## config.mk

```make
export PLATFORM = sky130hd
export DESIGN_NAME = cuckoo_hash_engine
export DESIGN_NICKNAME = d
export VERILOG_FILES = /design/src/rtl/cuckoo_hash_engine.sv
export SDC_FILE = /design/constraint.sdc
export NUM_CORES = 2
export LEC_CHECK = 0
export CAP_MARGIN = 20
export CELL_PAD_IN_SITES_DETAIL_PLACEMENT = 1
export CELL_PAD_IN_SITES_GLOBAL_PLACEMENT = 2
export CORE_UTILIZATION = 47
export DETAILED_ROUTE_END_ITERATION = 7
export GPL_ROUTABILITY_DRIVEN = 0
export HOLD_SLACK_MARGIN = 0.12
export PLACE_DENSITY_LB_ADDON = 0.1
export SYNTH_ARGS = -nofsm -noshare
export SYNTH_HDL_FRONTEND = slang
export SYNTH_SLANG_ARGS = --single-unit
```

## constraint.sdc

```tcl
create_clock -name clk -period 9.3 [get_ports clk]
set_input_delay 1.86 -clock clk [delete_from_list [all_inputs] [get_ports clk]]
set_output_delay 1.86 -clock clk [all_outputs]
set_load 0.1 [all_outputs]
```

## src/rtl/cuckoo_hash_engine.sv

```systemverilog
// Two-table cuckoo hash engine: lookup, insert with bounded eviction, delete and clear.
// Both tables live in registers, so every probe or kick step finishes in one cycle.

module cuckoo_tbl #(
  parameter int KEY_W = 32,
  parameter int DEPTH = 16,
  parameter int IDX_W = 4
) (
  input  logic                        clk,
  input  logic                        rst,
  input  logic                        clr,
  input  logic                        wr_en,
  input  logic [IDX_W-1:0]            wr_idx,
  input  logic [KEY_W-1:0]            wr_key,
  input  logic                        del_en,
  input  logic [IDX_W-1:0]            del_idx,
  output logic [DEPTH-1:0][KEY_W-1:0] keys,
  output logic [DEPTH-1:0]            vld
);

  always_ff @(posedge clk) begin
    if (rst || clr) begin
      vld <= '0;
    end else begin
      if (wr_en)  vld[wr_idx]  <= 1'b1;
      if (del_en) vld[del_idx] <= 1'b0;
    end
  end

  // Key storage carries no reset; the valid bit alone qualifies it.
  always_ff @(posedge clk) begin
    if (wr_en) keys[wr_idx] <= wr_key;
  end

endmodule

module cuckoo_hash_engine #(
  parameter  int KEY_W     = 32,
  parameter  int DEPTH     = 16,
  parameter  int MAX_KICKS = 8,
  localparam int IDX_W     = $clog2(DEPTH)
) (
  input  logic             clk,
  input  logic             rst,
  input  logic             req_valid,
  output logic             req_ready,
  input  logic [1:0]       req_op,
  input  logic [KEY_W-1:0] req_key,
  output logic             resp_valid,
  output logic             resp_hit,
  output logic             resp_fail,
  output logic [KEY_W-1:0] resp_key,
  output logic [IDX_W:0]   resp_loc,
  output logic [IDX_W+1:0] count
);

  localparam int KC_W = $clog2(MAX_KICKS + 1);
  localparam logic [1:0] OP_LKP = 2'b00;
  localparam logic [1:0] OP_INS = 2'b01;
  localparam logic [1:0] OP_DEL = 2'b10;
  localparam logic [1:0] OP_CLR = 2'b11;

  typedef enum logic [1:0] {IDLE, PROBE, KICK, RESP} state_t;
  state_t state, state_nx;

  logic [1:0]             op_q;
  logic [KEY_W-1:0]       key_q;
  logic [KEY_W-1:0]       cur;
  logic                   side;
  logic [KC_W-1:0]        kicks;

  logic [1:0][DEPTH-1:0][KEY_W-1:0] tkeys;
  logic [1:0][DEPTH-1:0]            tvld;
  logic [1:0]                       wr_en, del_en;
  logic [1:0][IDX_W-1:0]            wr_idx, del_idx;
  logic [1:0][KEY_W-1:0]            wr_key;
  logic                             tbl_clr;

  for (genvar t = 0; t < 2; t++) begin : g_tbl
    cuckoo_tbl #(.KEY_W(KEY_W), .DEPTH(DEPTH), .IDX_W(IDX_W)) u_tbl (
      .clk     (clk),
      .rst     (rst),
      .clr     (tbl_clr),
      .wr_en   (wr_en[t]),
      .wr_idx  (wr_idx[t]),
      .wr_key  (wr_key[t]),
      .del_en  (del_en[t]),
      .del_idx (del_idx[t]),
      .keys    (tkeys[t]),
      .vld     (tvld[t])
    );
  end

  // Probe of the latched request key against both candidate slots.
  logic [IDX_W-1:0] h1q, h2q, kidx;
  logic             v1, v2, m1, m2, hit, kvld, last_kick;
  logic [IDX_W:0]   hit_loc;
  logic [KEY_W-1:0] kocc;

  always_comb begin
    h1q       = key_q[IDX_W-1:0];
    h2q       = key_q[2*IDX_W-1:IDX_W];
    v1        = tvld[0][h1q];
    v2        = tvld[1][h2q];
    m1        = v1 && (tkeys[0][h1q] == key_q);
    m2        = v2 && (tkeys[1][h2q] == key_q);
    hit       = m1 || m2;
    hit_loc   = m1 ? {1'b0, h1q} : (m2 ? {1'b1, h2q} : '0);
    kidx      = side ? cur[2*IDX_W-1:IDX_W] : cur[IDX_W-1:0];
    kvld      = tvld[side][kidx];
    kocc      = tkeys[side][kidx];
    last_kick = (kicks == KC_W'(MAX_KICKS - 1));
  end

  always_ff @(posedge clk) begin
    if (rst) state <= IDLE;
    else     state <= state_nx;
  end

  always_comb begin
    state_nx = state;
    case (state)
      IDLE:  if (req_valid) state_nx = PROBE;
      PROBE: state_nx = (op_q == OP_INS && !hit && v1 && v2) ? KICK : RESP;
      KICK:  if (!kvld || last_kick) state_nx = RESP;
      RESP:  state_nx = IDLE;
      default: state_nx = IDLE;
    endcase
  end

  always_comb begin
    req_ready  = (state == IDLE);
    resp_valid = (state == RESP);
    wr_en      = '0;
    wr_idx     = '0;
    wr_key     = '0;
    del_en     = '0;
    del_idx    = '0;
    tbl_clr    = 1'b0;
    case (state)
      PROBE: begin
        case (op_q)
          OP_INS: if (!hit) begin
            if (!v1) begin
              wr_en[0] = 1'b1; wr_idx[0] = h1q; wr_key[0] = key_q;
            end else if (!v2) begin
              wr_en[1] = 1'b1; wr_idx[1] = h2q; wr_key[1] = key_q;
            end
          end
          OP_DEL: begin
            if (m1) begin
              del_en[0] = 1'b1; del_idx[0] = h1q;
            end else if (m2) begin
              del_en[1] = 1'b1; del_idx[1] = h2q;
            end
          end
          OP_CLR: tbl_clr = 1'b1;
          default: ;
        endcase
      end
      // Every kick writes cur, whether the slot was empty or held a victim.
      KICK: begin
        wr_en[side]  = 1'b1;
        wr_idx[side] = kidx;
        wr_key[side] = cur;
      end
      default: ;
    endcase
  end

  always_ff @(posedge clk) begin
    if (rst) begin
      op_q      <= '0;
      key_q     <= '0;
      cur       <= '0;
      side      <= 1'b0;
      kicks     <= '0;
      resp_hit  <= 1'b0;
      resp_fail <= 1'b0;
      resp_key  <= '0;
      resp_loc  <= '0;
      count     <= '0;
    end else begin
      case (state)
        IDLE: if (req_valid) begin
          op_q  <= req_op;
          key_q <= req_key;
        end
        PROBE: begin
          resp_key  <= key_q;
          resp_fail <= 1'b0;
          resp_hit  <= hit;
          resp_loc  <= hit_loc;
          case (op_q)
            OP_DEL: if (hit) count <= count - 1'b1;
            OP_CLR: begin
              resp_hit <= 1'b0;
              resp_loc <= '0;
              count    <= '0;
            end
            OP_INS: if (!hit) begin
              if (!v1) begin
                resp_loc <= {1'b0, h1q};
                count    <= count + 1'b1;
              end else if (!v2) begin
                resp_loc <= {1'b1, h2q};
                count    <= count + 1'b1;
              end else begin
                cur   <= key_q;
                side  <= 1'b0;
                kicks <= '0;
              end
            end
            default: ;
          endcase
        end
        KICK: begin
          if (!kvld) begin
            resp_loc <= {side, kidx};
            count    <= count + 1'b1;
          end else begin
            cur   <= kocc;
            kicks <= kicks + 1'b1;
            side  <= ~side;
            // Out of kicks: the last victim is reported homeless, count is net zero.
            if (last_kick) begin
              resp_fail <= 1'b1;
              resp_key  <= kocc;
              resp_loc  <= '0;
            end
          end
        end
        default: ;
      endcase
    end
  end

endmodule

```

* After elaboration in Yosys (flattened, before gate mapping)
Index checks and enable logic that the tools add are counted.
Operators by class: add/sub/neg operators 3, bitwise gates (word level) 9, equal/unequal tests 23, multiplexer cells 118, reductions and logical operators 23, $lt $le $gt $ge 13
Operators by type and width (number):
- $bwmux W512 | 2
- $mux W512 | 2
- $mux W32 | 16
- $bmux W32 S4 | 3
- $demux W32 S4 | 2
- $mux W16 | 8
- $mux W64 | 2
- $pmux W32 S2 | 2
- $pmux W64 S2 | 1
- $and A64 B64 Y64 | 1
- $eq A32 B32 Y1 | 2
- $mux W4 | 13
- $lt A4 B5 Y1 const B | 7
- $mux W5 | 7
- $and A16 B16 Y16 | 2
- $demux W32 S1 | 1
- $mux W8 | 4
- $not A16 Y16 | 2
- $or A16 B16 Y16 | 2
- $mux W6 | 5
- $mux W1 | 25
- $pmux W5 S2 | 2
- $ne A2 B2 Y1 const B | 9
- $pmux W6 S3 | 1
- 33 further kinds | 68
Storage, ports and cells: bits of input ports 37, bits in registers 1174

* Depth between registers and ports, before layout
word-level depth 17, depth in mapped cells 17, gate-level depth less buffers 12

* By module
From an unflattened synthesis, not the netlist that was laid out.
Second synthesis, totals: cells, all modules 3783, area total of the unflattened synthesis 56769.4 µm²
By module, submodules not included:
- cuckoo_tbl | instances 2, sequential area each 15695.1 µm², area each 16066.7 µm², cells each 577
- cuckoo_hash_engine | instances 1, sequential area each 2362.3 µm², area each 24636.1 µm², cells each 2629

* Worst setup path after synthesis
No wires, ideal clock.
path type flip-flop to flip-flop, from reg key_q[2], to reg g_tbl[0].u_tbl.vld[12], library setup time 0.072 ns, cell stages (with the launch flop) 15, path buffers 3, data required time 9.228 ns, slack 2.575 ns, arrival 6.654 ns, path through dfxtp_1 > buf_2 > buf_4 > buf_2 > mux4_2 > mux2i_1 > nor3b_1 > a2111oi_0 > nor2_1 > nor4b_1 > a31oi_1 > and2_1 > a22oi_2 > nor4_1 > o221a_2
Between the ends: cells in the longest elaborated chain, start to end 17, elaborated cells on any way between the ends 39, classes of those cells order compare: 4; eq/ne: 2; mux: 25; bitwise: 3; reduce/logical: 5
Ends and longest elaborated chain:
- start, declared | RTL line 67 | logic [KEY_W-1:0] key_q;
- start signal, assigned | RTL line 187 | key_q <= req_key;
- $bmux W32 S4 | RTL line 105 | m1 = v1 && (tkeys[0][h1q] == key_q);
- $mux W32 (not written as such) | RTL line 105
- $eq A32 B32 Y1 | RTL line 105
- $logic_and A1 B1 Y1 | RTL line 105
- $logic_or A1 B1 Y1 | RTL line 107 | hit = m1 || m2;
- $mux W8 | RTL line 143 | OP_INS: if (!hit) begin
- $mux W8 | RTL line 142 | case (op_q)
- $pmux W8 S2 | RTL line 140 | case (state)
- $lt A4 B5 Y1 (not written as such) or $ge A4 B1 Y1 (tied branches) | RTL line 25 | if (wr_en) vld[wr_idx] <= 1'b1;
- $logic_and A1 B1 Y1 (not written as such) | RTL line 25
- $mux W1 (not written as such) | RTL line 25
- $demux W1 S4
- $or A16 B16 Y16 (no source line)
- $mux W16 | RTL line 25
- $mux W16 | RTL line 22 | if (rst || clr) begin
- $and A16 B16 Y16 (no source line)
- $mux W16 * | RTL line 26 | if (del_en) vld[del_idx] <= 1'b0;
- end signal, assigned | RTL line 23 | vld <= '0;
- end signal, assigned by index | RTL line 25
- end signal, assigned by index | RTL line 26
- end, declared | RTL line 18 | output logic [DEPTH-1:0] vld
Mark *: on every way between the ends. The rest lies on a longest branch, timed or not. The select of a mux whose other input is x is not followed. A chain may end at the register's enable or synchronous reset.

* Worst setup path after layout
from reg key_q[0], to reg g_tbl[0].u_tbl.keys[44] (netlist bit) (enable)
Between the ends: cells in the longest elaborated chain, start to end 8, elaborated cells on any way between the ends 13, classes of those cells eq/ne: 2; mux: 8; reduce/logical: 3
Ends and longest elaborated chain:
- $bmux W32 S4 | RTL line 105
- $mux W32 (not written as such) | RTL line 105
- $eq A32 B32 Y1 | RTL line 105
- $logic_and A1 B1 Y1 | RTL line 105
- $logic_or A1 B1 Y1 | RTL line 107
- $mux W2 * | RTL line 143
- $mux W2 * | RTL line 142
- $pmux W2 S2 * | RTL line 140
- end signal, assigned by index | RTL line 32 | if (wr_en) keys[wr_idx] <= wr_key;
- end, declared | RTL line 17 | output logic [DEPTH-1:0][KEY_W-1:0] keys,
Marked as above.

==> results.md <==
* Xor and xnor area share after synthesis at 0.01180
* Die boundary width at 350.4 um
* Vias per inst at 7.266
* Fraction of the mapped netlist area in adder cells at 0.002193
* Global routing usage summed across all routing layers at 0.3982
* List of cells traversed by the critical path: buf_12 > nor2b_1 > nand2_1 > and4b_1 > o31ai_1 > nand4b_1 > nor4b_1 > a31oi_1 > and2_2 > buf_4 > a211o_1 > nor2_4 > buf_12
* Area fraction in compound gates after synthesis at 0.06389
* Power per standard cell area at 245.3 nW/um^2
* Portion of the clock cycle consumed by the worst path in the final layout at 0.8770
* Most common cell after layout, fill and taps aside: edfxtp_1
* Number of global-route vias before repair at 40820
* Final worst setup slack at 1144 ps
* Slew @ Worst Pin at 1329 ps
* Clock tree root buffer cell: clkbuf_16
* Crit path capture type: register
* # setup viols final at 0
* Peak per-stage delay on the critical path at between 1000 and 1500 ps
* Syn. warnings at 0
* Status: completed
* Main combinational cell family by area after synthesis: multiplexers
* Highest Clock Rate at ~0.12 GHz
* Initial DRC Count at 6421
* CTS-repair resized insts at 0
* Area Growth Syn to Fin at 14.18%
* Hold Violations, Final at 0
* Number of filler instances in the final layout at 11260
* Final worst clock skew at approximately 31 ps
* Commonest cells after routing, fill and taps aside: edfxtp_1 (1024), nand2_1 (482), mux4_2 (455)
* Headroom to the max-slew limit at 0.1123
* Multi-input combinational cell area at 22080 sq um
* Static Leakage at around 19 nW
* Hold buffers post-CTS at 0
* Fraction of met1 tracks used by global routing at 0.5268
* Number of nets at the end of the flow at roughly 3900
* Req. time, crit path at 9750 ps
* Number of buffer cells added on primary ports at 83
* Number of antenna violations at the first check in global routing at 15
* Cell type with the highest occurrence count on the critical path: buf_12
* Pin count of the biggest net entering global routing at 106
* Grt met3 use at 0.1138
* Yosys cell types at 91
* Met2 usage in global routing at 0.5957
* Net count after synthesis at 3861
* Die outline height at approximately 350 um
* Clock latency of the later-clocked register in the worst-skew pair at ~800 ps
* HPWL after detailed placement at 152400 um
* Vias at 40880
* Count of flip-flops with a built-in enable after synthesis at roughly 1000
* Post-Place Cells at 5348
* Wirelength per Cell at around 43 um
* H-tree levels at 4
* Fraction of final layout cells with drive strength greater than 1 at 0.2408
* Wire length of the first global-routing pass at 333500 um
* Crit path launch type: register
* Final total negative setup slack at 0 ps
* Post-synthesis share of cell area spent on and, or, nand and nor gates at 0.07764
* Max-cap viol count at 0
* Cts bufs inserted at 133
* Number of detailed-routing iterations run before antenna repair at 6
* Slowest stage cell on the critical path: nor2b_1
* Unrepaired setup endpoints after global routing: false
* Row count at approximately 130
* TritonCTS clock tree: built
* Path category of the worst min-delay check: register to register
* Clk pin slew, worst setup/hold paths at around 60 ps
* Global route overflow at 0
* Average size of a mapped cell at 14.96 sq um
* Worst EP arrival at 8610 ps
* Sequential Area at 33780 sq um
* I/O pin cnt at 84
* Count of antenna-violating nets left after detailed routing at 0
* Most used routing layer in global routing: met2
* Async S/R FF share, synth at 0
* Synth Flop Type: edfxtp_1
* Post-CTS repair timing setup buffer count at 0
* Syn Inst Count at 3814
* Proportion of synthesized area in mux cells at 0.2257
* Post-route DRC at 0
* Total wire length at between 200000 and 250000 um
* Path type of the worst setup path: register to register
* Period minus WS final at 8156 ps
* Number of pins with negative max-slew slack in the final report at 0
* Initial Utilization at 0.4749
* Placement Setup Slack at approximately 1700 ps
* Combined area of all synthesized cells at 57050 sq um
* Number of standard cells in the final layout excluding fillers at 5626
* Number of sinks on the clock net at 1174
* Core area at 120100 sq um
* CTS max path bufs at 3
* Maximum vdd drop at approximately 250 uV
* Post-synthesis sequential area ratio at 0.5916
* Die ar. at 122800 sq um
* Maximum fanout encountered on the critical timing path at 38
* Synthesized flop and latch total at ~1200
* Final Hold Slack at 449.6 ps
## final cells by class
type	count	share of cell area
sequential	1174	0.5186
multi-input combinational	2294	0.3390
antenna	3	0.0001152
clock inverter	69	0.01381
inverter	43	0.002478
timing repair buffer	255	0.03778
tap	1612	0.03096
clock buffer	176	0.05724
## sequential cells by signal (all words and copies together), names as in the netlist
register,count
resp_key,32
state,2
resp_fail,1
op_q,2
g_tbl.u_tbl.keys,1024
key_q,32
side,1
g_tbl.u_tbl.vld,32
count,6
resp_hit,1
resp_loc,5
kicks,4
cur,32
## Yosys cell counts (38+ instances only)
master       n  share of area
nor2_1     193          0.013
nand2_1    483          0.032
a311oi_1    41         0.0063
and3_1      51         0.0056
dfxtp_1    150          0.053
a31oi_1     47         0.0052
inv_1       38         0.0025
edfxtp_1  1024           0.54
mux4_2     455           0.18
a21oi_1    150          0.013
nand3_1     93         0.0082
buf_2       59         0.0052
a22oi_1     72         0.0095
mux2i_1    210          0.037
xnor2_1     49         0.0075
clkbuf_1   155          0.010
buf_1       58         0.0038
## where the power goes
| part | internal, mW | switching [mW] |
|---|---|---|
| clock | 3.37 | 2.27 |
| sequential | 5.80 | 0.279 |
| combinational | 1.26 | 3.00 |
| total | 10.4 | 5.54 |
## final timing paths
path	from	endpoint	slack, ps	cells past startpoint
setup / recovery	key_q[0]$_SDFFE_PP0P_	g_tbl[0].u_tbl.keys[44]$_DFFE_PP_	1140	13
hold / removal	resp_key[9]$_SDFFE_PP0P_	resp_key[9]$_SDFFE_PP0P_	450	2
setup reg to reg	key_q[0]$_SDFFE_PP0P_	g_tbl[0].u_tbl.keys[44]$_DFFE_PP_	1140	13
hold reg to reg	resp_key[9]$_SDFFE_PP0P_	resp_key[9]$_SDFFE_PP0P_	450	2
## routing by layer
metal	share of wire	vias up
met3	0.13	743
li1	-	15440
met4	0.064	20
met5	0.00056	-
met2	0.44	3364
met1	0.36	21310
## through the flow
stage | instance area (sq um) | total power, mW | utilization
2_1_floorplan | 57050 | 8.604 | -
3_3_place_gp | 60100 | 10.23 | 0.5003
3_5_place_dp | 60230 | 10.30 | 0.5014
4_1_cts | 64860 | 15.87 | 0.5399
5_1_grt | 65130 | 16.30 | 0.5422
6_report | 65140 | 15.98 | 0.5423
## cells by family (layout without fill, tap and decap cells)
family          count (synthesis)  count (layout)
simple gates                  989             989
mux                           701             701
buf+inv                       346             543
xor+xnor                       76              76
flops                        1174            1174
fa+ha+maj                      10              10
compound gates                518             518
other cells                     0               3
## worst max-delay path: cells and delay by family, from the launching register on
kind,cells,cell delay (ps)
buf+inv,3,1190
compound gates,3,1410
flops,1,710
simple gates,7,4370
(Power assumes the default switching activity.)
